`src/rtl/i2c_sda_ctrl.sv`:
```
// i2c_sda_ctrl: open-drain SDA data path for the I2C master.
// Generates START/STOP, shifts address+R/W and write bytes MSB-first,
// samples ACK and read data, and owns the per-byte bit counter.
//
// Ports:
//   clk, rst          - clock, asynchronous active-high reset
//   state_master[3:0] - master FSM state (Idle=0 .. Stop=11)
//   count_ctrl[6:0]   - SCL phase counter, 0..T_LOW+T_HIGH-1 per bit
//   addr[6:0], rw     - target address and read flag, captured in Idle
//   wdata[7:0]        - write byte, captured on entry to Write_Data
//   sda_in            - pad SDA level
//   sda_oe            - 1 pulls SDA low, 0 releases it
//   count[3:0]        - bit index within the current byte
//   rdata[7:0]        - last received byte, rdata_valid strobes on update
//   ack_ok            - result of the last Check_ACK (1 = ACK)
//   nack              - one-cycle strobe when a NACK is sampled
//
// Optional build macro: I2C_SDA_GLITCH_FILTER_EN adds a 2-of-3 majority
// filter after the synchronizer (3-cycle pad-to-sample latency).
module i2c_sda_ctrl #(
  parameter int unsigned T_LOW     = 6,
  parameter int unsigned T_HIGH    = 4,
  parameter int unsigned THRESHOLD = 2,
  parameter int unsigned DATA_LEN  = 8
) (
  input  logic       clk,
  input  logic       rst,
  input  logic [3:0] state_master,
  input  logic [6:0] count_ctrl,
  input  logic [6:0] addr,
  input  logic       rw,
  input  logic [7:0] wdata,
  input  logic       sda_in,
  output logic       sda_oe,
  output logic [3:0] count,
  output logic [7:0] rdata,
  output logic       rdata_valid,
  output logic       ack_ok,
  output logic       nack
);

  localparam logic [3:0] ST_IDLE       = 4'd0;
  localparam logic [3:0] ST_READY      = 4'd1;
  localparam logic [3:0] ST_SEND_ADDR  = 4'd2;
  localparam logic [3:0] ST_WRITE_DATA = 4'd3;
  localparam logic [3:0] ST_CHECK_ACK  = 4'd5;
  localparam logic [3:0] ST_READ_DATA  = 4'd6;
  localparam logic [3:0] ST_SEND_ACK   = 4'd9;
  localparam logic [3:0] ST_SEND_NACK  = 4'd10;
  localparam logic [3:0] ST_STOP       = 4'd11;

  localparam logic [6:0] DRIVE_PT    = 7'(T_LOW / 2);
  localparam logic [6:0] SAMPLE_PT   = 7'(T_LOW + T_HIGH / 2);
  localparam logic [6:0] END_PT      = 7'(T_LOW + T_HIGH - 1);
  localparam logic [6:0] STOP_REL_PT = 7'(2 * THRESHOLD + 2);
  localparam logic [3:0] CNT_LAST    = 4'(DATA_LEN - 1);

  logic [3:0] prev_state_q;
  logic       sda_oe_q, sda_oe_d;
  logic [3:0] count_q, count_d;
  logic [7:0] shreg_q, shreg_d;
  logic [7:0] rx_q, rx_d;
  logic [7:0] rdata_q, rdata_d;
  logic       rdata_valid_q, rdata_valid_d;
  logic       ack_ok_q, ack_ok_d;
  logic       nack_q, nack_d;
  logic       sync1_q, sync2_q;
  logic       sda_s;

  logic       entry;
  logic       at_drive, at_sample, at_end, at_stop_rel;
  logic [7:0] sh_base;
  logic [3:0] cnt_base;

  function automatic logic [3:0] sat_inc(input logic [3:0] v);
    return (v == 4'hF) ? v : v + 4'd1;
  endfunction

`ifdef I2C_SDA_GLITCH_FILTER_EN
  logic hist1_q, hist2_q;

  // Majority of the last three synchronized samples rejects 1-cycle glitches.
  assign sda_s = (sync2_q & hist1_q) | (sync2_q & hist2_q) | (hist1_q & hist2_q);

  always_ff @(posedge clk or posedge rst) begin
    if (rst) begin
      hist1_q <= 1'b0;
      hist2_q <= 1'b0;
    end else begin
      hist1_q <= sync2_q;
      hist2_q <= hist1_q;
    end
  end
`else
  assign sda_s = sync2_q;
`endif

  assign entry       = (state_master != prev_state_q);
  assign at_drive    = (count_ctrl == DRIVE_PT);
  assign at_sample   = (count_ctrl == SAMPLE_PT);
  assign at_end      = (count_ctrl == END_PT);
  assign at_stop_rel = (count_ctrl == STOP_REL_PT);

  // Next-state decode; entry actions feed the same cycle's decode points.
  always_comb begin
    sda_oe_d      = sda_oe_q;
    count_d       = count_q;
    shreg_d       = shreg_q;
    rx_d          = rx_q;
    rdata_d       = rdata_q;
    rdata_valid_d = 1'b0;
    ack_ok_d      = ack_ok_q;
    nack_d        = 1'b0;
    sh_base       = shreg_q;
    cnt_base      = count_q;

    case (state_master)
      ST_IDLE: begin
        sda_oe_d = 1'b0;
        shreg_d  = {addr, rw};
        count_d  = 4'd0;
      end
      ST_READY: sda_oe_d = 1'b1;
      ST_SEND_ADDR, ST_WRITE_DATA: begin
        if (state_master == ST_WRITE_DATA && entry) begin
          sh_base  = wdata;
          cnt_base = 4'd0;
        end
        shreg_d = sh_base;
        count_d = cnt_base;
        if (at_drive) sda_oe_d = ~sh_base[7];
        if (at_end) begin
          shreg_d = {sh_base[6:0], 1'b0};
          count_d = sat_inc(cnt_base);
        end
      end
      ST_CHECK_ACK: begin
        if (entry)    count_d  = 4'd0;
        if (at_drive) sda_oe_d = 1'b0;
        if (at_sample) begin
          ack_ok_d = ~sda_s;
          nack_d   = sda_s;
        end
      end
      ST_READ_DATA: begin
        sda_oe_d = 1'b0;
        if (at_sample) rx_d = {rx_q[6:0], sda_s};
        if (at_end) begin
          count_d = sat_inc(count_q);
          // rx already holds the last bit: SAMPLE precedes END.
          if (count_q == CNT_LAST) begin
            rdata_d       = rx_q;
            rdata_valid_d = 1'b1;
          end
        end
      end
      ST_SEND_ACK:  if (at_drive) sda_oe_d = 1'b1;
      ST_SEND_NACK: if (at_drive) sda_oe_d = 1'b0;
      ST_STOP: begin
        if (entry)       sda_oe_d = 1'b1;
        if (at_stop_rel) sda_oe_d = 1'b0;
      end
      default: ;
    endcase
  end

  // State and output registers, plus the 2-flop pad synchronizer.
  always_ff @(posedge clk or posedge rst) begin
    if (rst) begin
      prev_state_q  <= ST_IDLE;
      sda_oe_q      <= 1'b0;
      count_q       <= 4'd0;
      shreg_q       <= 8'h00;
      rx_q          <= 8'h00;
      rdata_q       <= 8'h00;
      rdata_valid_q <= 1'b0;
      ack_ok_q      <= 1'b0;
      nack_q        <= 1'b0;
      sync1_q       <= 1'b0;
      sync2_q       <= 1'b0;
    end else begin
      prev_state_q  <= state_master;
      sda_oe_q      <= sda_oe_d;
      count_q       <= count_d;
      shreg_q       <= shreg_d;
      rx_q          <= rx_d;
      rdata_q       <= rdata_d;
      rdata_valid_q <= rdata_valid_d;
      ack_ok_q      <= ack_ok_d;
      nack_q        <= nack_d;
      sync1_q       <= sda_in;
      sync2_q       <= sync1_q;
    end
  end

  assign sda_oe      = sda_oe_q;
  assign count       = count_q;
  assign rdata       = rdata_q;
  assign rdata_valid = rdata_valid_q;
  assign ack_ok      = ack_ok_q;
  assign nack        = nack_q;

endmodule

```
`config.mk`:
```
export PLATFORM = sky130hd
export DESIGN_NAME = i2c_sda_ctrl
export DESIGN_NICKNAME = d
export VERILOG_FILES = /design/src/rtl/i2c_sda_ctrl.sv
export SDC_FILE = /design/constraint.sdc
export NUM_CORES = 1
export LEC_CHECK = 0
export CORE_MARGIN = 1.5
export CORE_UTILIZATION = 55
export CTS_CLUSTER_SIZE = 12
export DETAILED_ROUTE_END_ITERATION = 8
export GPL_TIMING_DRIVEN = 1
export PLACE_DENSITY = 0.85
export SETUP_SLACK_MARGIN = 0.5
export SYNTH_ARGS = -nofsm -noshare
export SYNTH_HDL_FRONTEND = slang
export SYNTH_SLANG_ARGS = --single-unit
```
`constraint.sdc`:
```
create_clock -name clk -period 4 [get_ports clk]
set_input_delay 0.8 -clock clk [delete_from_list [all_inputs] [get_ports clk]]
set_output_delay 0.8 -clock clk [all_outputs]
set_load 0.02 [all_outputs]
```
# Word-level counts from Yosys, hierarchy flattened
# Index checks and enable logic that the tools add are counted.
# totals
regBits	38
input_bits	30
out_inout_bits	16
wordCells	74
# op_classes
add_sub_neg	2
eq_ne	23
mux	23
bitwise_logic	2
n_reduce_logical	13
# op_table
cell	count
4-bit 2-to-1 mux	7
8-bit 2-to-1 mux	3
4-bit == test (second input constant)	5
4-bit case mux with 4 select lines	1
8-bit case mux with 2 select lines	1
7-bit by 4-bit == test with 1-bit output (second input constant)	2
4-bit by 3-bit == test with 1-bit output (second input constant)	3
1-bit 2-to-1 mux	10
2-bit != test (second input constant)	5
4-bit by 1-bit adder with 4-bit output (second input constant)	2
4-bit by 2-bit == test with 1-bit output (second input constant)	2
7-bit by 2-bit == test with 1-bit output (second input constant)	1
7-bit by 3-bit == test with 1-bit output (second input constant)	1
1-bit case mux with 6 select lines	1
6-bit nonzero test	1
2-bit OR reduction	3
5-bit AND reduction	1
4-bit by 1-bit == test with 1-bit output (second input constant)	1
4-bit logical NOT	1
4-bit != test	1
2-bit AND reduction	2
4-bit AND reduction	1
4-bit nonzero test	1
3-bit != test (second input constant)	1
5 further kinds	6

# Longest topological paths before layout
# logic_depth
ltp_word	8
ltp_mapped	7
depth_no_buf	6

# Least setup slack after synthesis
# Ideal clock, no wire load.
# synth_timing
path_kind	input to register
start	in state_master[3]
end	reg shreg_q[2]
setup_time_ns	0.126
t_arrival_ns	2.173
t_required_ns	3.874
path_slack_ns	1.701
cell_stages	6
n_path_buf	1
cell_sequence	buf_2 nor2_1 nand2_1 nor2_1 mux2_2 a221o_1
# synth_between
elab_chain_cells	6
word_cells_on_any_way	11
cone_classes	eq/ne (3); mux (4); reduce/logical (4)
# synth_lines
element	line_no	rtl
start, declared	28	input logic [3:0] state_master,
4-bit by 2-bit == test with 1-bit output or 4-bit != test (tied branches)	117, 125, 98	
1-bit logical AND	125	if (state_master == ST_WRITE_DATA && entry) begin
8-bit 2-to-1 mux	125	
8-bit 2-to-1 mux	117	case (state_master)
8-bit 2-to-1 mux	132	if (at_end) begin
8-bit case mux with 2 select lines	117	
end signal, assigned	185	shreg_q <= shreg_d;
end, declared	61	logic [7:0] shreg_q, shreg_d;
# Parallel ways exist; a longest one is shown, timed or not. The select of a mux whose other input is x is not followed.
# A chain may end at the register's enable or synchronous reset.

# Worst setup path after layout
# layout_timing
start	in state_master[2]
end	reg shreg_q[2]
# Same word-level chain as after synthesis.

==> flow_summary.toml <==
[outcome]
status = "completed"

[cts]
htree_levels = 2
cts_hold_buffers = 0
insertion_delay_ps = 300
cts-buffers-inserted = 5
clockRootBuffer = "clkbuf_8"
cts_buffer_depth = 2
post_cts_buffers = 0
clk_pin_slew_ps = 80
cts_tree = "done"
cts.sinks = 38
cts_resized = 0

[cells_and_area]
diodes = 0
n_fill_cell = 266
design_area_um2 = 2780
drive_above_1_share = 0.175
area_delta_synth_final_pct = 28.5
final_nets = 282

[worst_setup_path]
crit_type = "in -> reg"
setup.worst_path.start_class = "input pin"
cp_max_fo = 14
worstPathRequired_ps = 4240
worstPathArrival_ps = 3220
crit_path_end_kind = "flop"
rrSetupSlack_ps = 1880

[sta]
fmax_mhz = 335
rsz0062_at_grt = "false"
min_period_ps = 2980
tightest_slew_ps = 859
finalMaxSlewViolations = 0
slew_headroom = 0.422
finalCritPeriodShare = 0.746
finalHoldViolCount = 0
setup_viol = 0
fin_skew_ps = 8.06
finalSetupTns_ps = 0

[logic_synthesis]
synthMuxAreaShare = 0.132
synthSimpleGateAreaFrac = 0.194
ys_seq_elements = 38
ys_seq_area_frac = 0.440
ys.flop_type = "dfrtp_1"
synth_top_area_cell = "dfrtp_1"
synth_xor_area_frac = 0.0121
syn_area_per_cell_um2 = 10.6
synthesis.area_um2 = 2160
synth-compound-area-share = 0.176
synthAdderAreaFrac = 0.00578
synth_cells = 205
synth_commonest_cells = "dfrtp_1, nand2_1, mux2_2"
synth_top_family_by_area = "simple AND/OR/NAND/NOR gates"
synth_cell_types = 53
yosysMostFrequentCell = "dfrtp_1"
synth_top_area_share = 0.440
synthArstFlopShare = 1.00
ys_warn_count = 0
syn_nets = 236
synth-edff-count = 0
synthTopCellsByArea = "dfrtp_1, mux2_2, nand2_1"

[route]
wl_per_cell_um = 16.0
post-route-drc-count = 0
drt-pass1-iter-count = 4
avgViaCountPerCell = 6.12
finalWirelength_um = 4790
drt-initial-drc-count = 187
num_vias = 1835
drt.antenna.violating_nets = 0

[grt]
grt-ovfl-total = 0
grt_start_max_net_pins = 39
grt_pass1_wl_um = 8070
grt_pass1_vias = 1773
antenna_found_initial = 0
grt.total_usage = 0.240

[placement]
postPlaceCellArea_um2 = 2640
dpl.hpwl_um = 3430
gp_congestion = 0.902
io_buffers = 45

[floorplanning]
dieArea_um2 = 4320
die_height_um = 65.7
ios = 46
start_util = 0.582
die_width_um = 65.7
rows = 22
coreArea_um2 = 3720

[power_and_ir_drop]
ir_worst_vdd_mv = 0.296
power-per-cell-area_nw_per_um2 = 357
power_leakage_nw = 1.14

[run]
drv_cap = 0

[worst_hold_path]
hold_class = "reg -> reg"
flip-flops by register name (all words and copies together), names as in the netlist:
name          flops
rx_q              8
ack_ok            1
sda_s             1
sda_oe            1
nack              1
count             4
sync1_q           1
rdata             8
rdata_valid       1
prev_state_q      4
shreg_q           8
worst paths after layout:
kind | depth (start not counted) | start | to
worst max-delay path | 8 | state_master[2] | shreg_q[2]
worst min-delay path | 0 | sync1_q | sda_s
worst max register to register | 6 | count[0] | count[2]
worst min register to register | 0 | sync1_q | sda_s
max in group asynchronous | 3 | rst | rdata[1]
min in group asynchronous | 3 | rst | count[3]
worst max-delay path, stage by stage:
cell,delay [ps]
clkdlybuf4s50_1,660
xor2_1,290
o41ai_2,330
buf_4,220
nor2_1,50
buf_4,190
o21ai_0,450
a221o_1,240
placed cells by master (no fill, tap or decap), types with 3 or more instances in the layout:
cell type	n
and2_1	3
a31oi_1	9
nand3_1	7
o211ai_1	3
clkbuf_8	5
buf_4	4
a32o_1	4
a21oi_1	6
o21ai_0	8
clkdlybuf4s50_1	45
nand2_1	23
nor2_1	7
o22a_1	4
a221o_1	3
xor2_1	3
inv_1	6
nor3_1	5
dfrtp_1	38
mux2i_1	5
mux2_2	21
power breakdown:
part	internal (mW)	leakage (nW)	switching [mW]
sequential	0.409	0.494	0.0262
combinational	0.0832	0.573	0.0780
clock	0.250	0.0683	0.146
routing by layer:
layer  track usage  up-vias  wire length, um
met5             0        -                0
met4        0.0625        0               41
met3        0.0668        4              359
met2         0.393       63             2270
met1         0.314      892             2120
li1              -      876                -
final cells by class:
type	instances	area, um^2	share of cell area
Sequential cell	38	951	0.342
Timing Repair Buffer	49	480	0.173
Clock buffer	5	68.8	0.0248
Clock inverter	3	68.8	0.0248
Inverter	6	22.5	0.00810
Multi-Input combinational cell	151	1130	0.406
Tap cell	48	60.1	0.0216
kinds of logic (layout without fill, tap and decap cells):
group / Yosys count / in the layout
AND/OR/NAND/NOR: 71 / 71
AO/OA/AOI/OAI: 50 / 50
flip-flops: 38 / 38
multiplexers: 26 / 26
buffers and inverters: 16 / 63
XOR/XNOR: 3 / 3
adder cells (fa/ha/maj): 1 / 1
metrics by stage:
step | setup WS, ps | power, mW | std cells | utilization | hold slack (ps)
final | 1020 | 0.992 | 300 | 0.748 | 361
after global routing | 896 | 1.03 | 300 | 0.748 | 377
after CTS | 1050 | 0.998 | 300 | 0.748 | 371
after detailed placement | 738 | 0.604 | 292 | 0.711 | 354
after global placement | 771 | 0.602 | 292 | 0.711 | 333
after floorplan | 1700 | 0.532 | 205 | - | 331
Power figures use the tool's default switching activity.
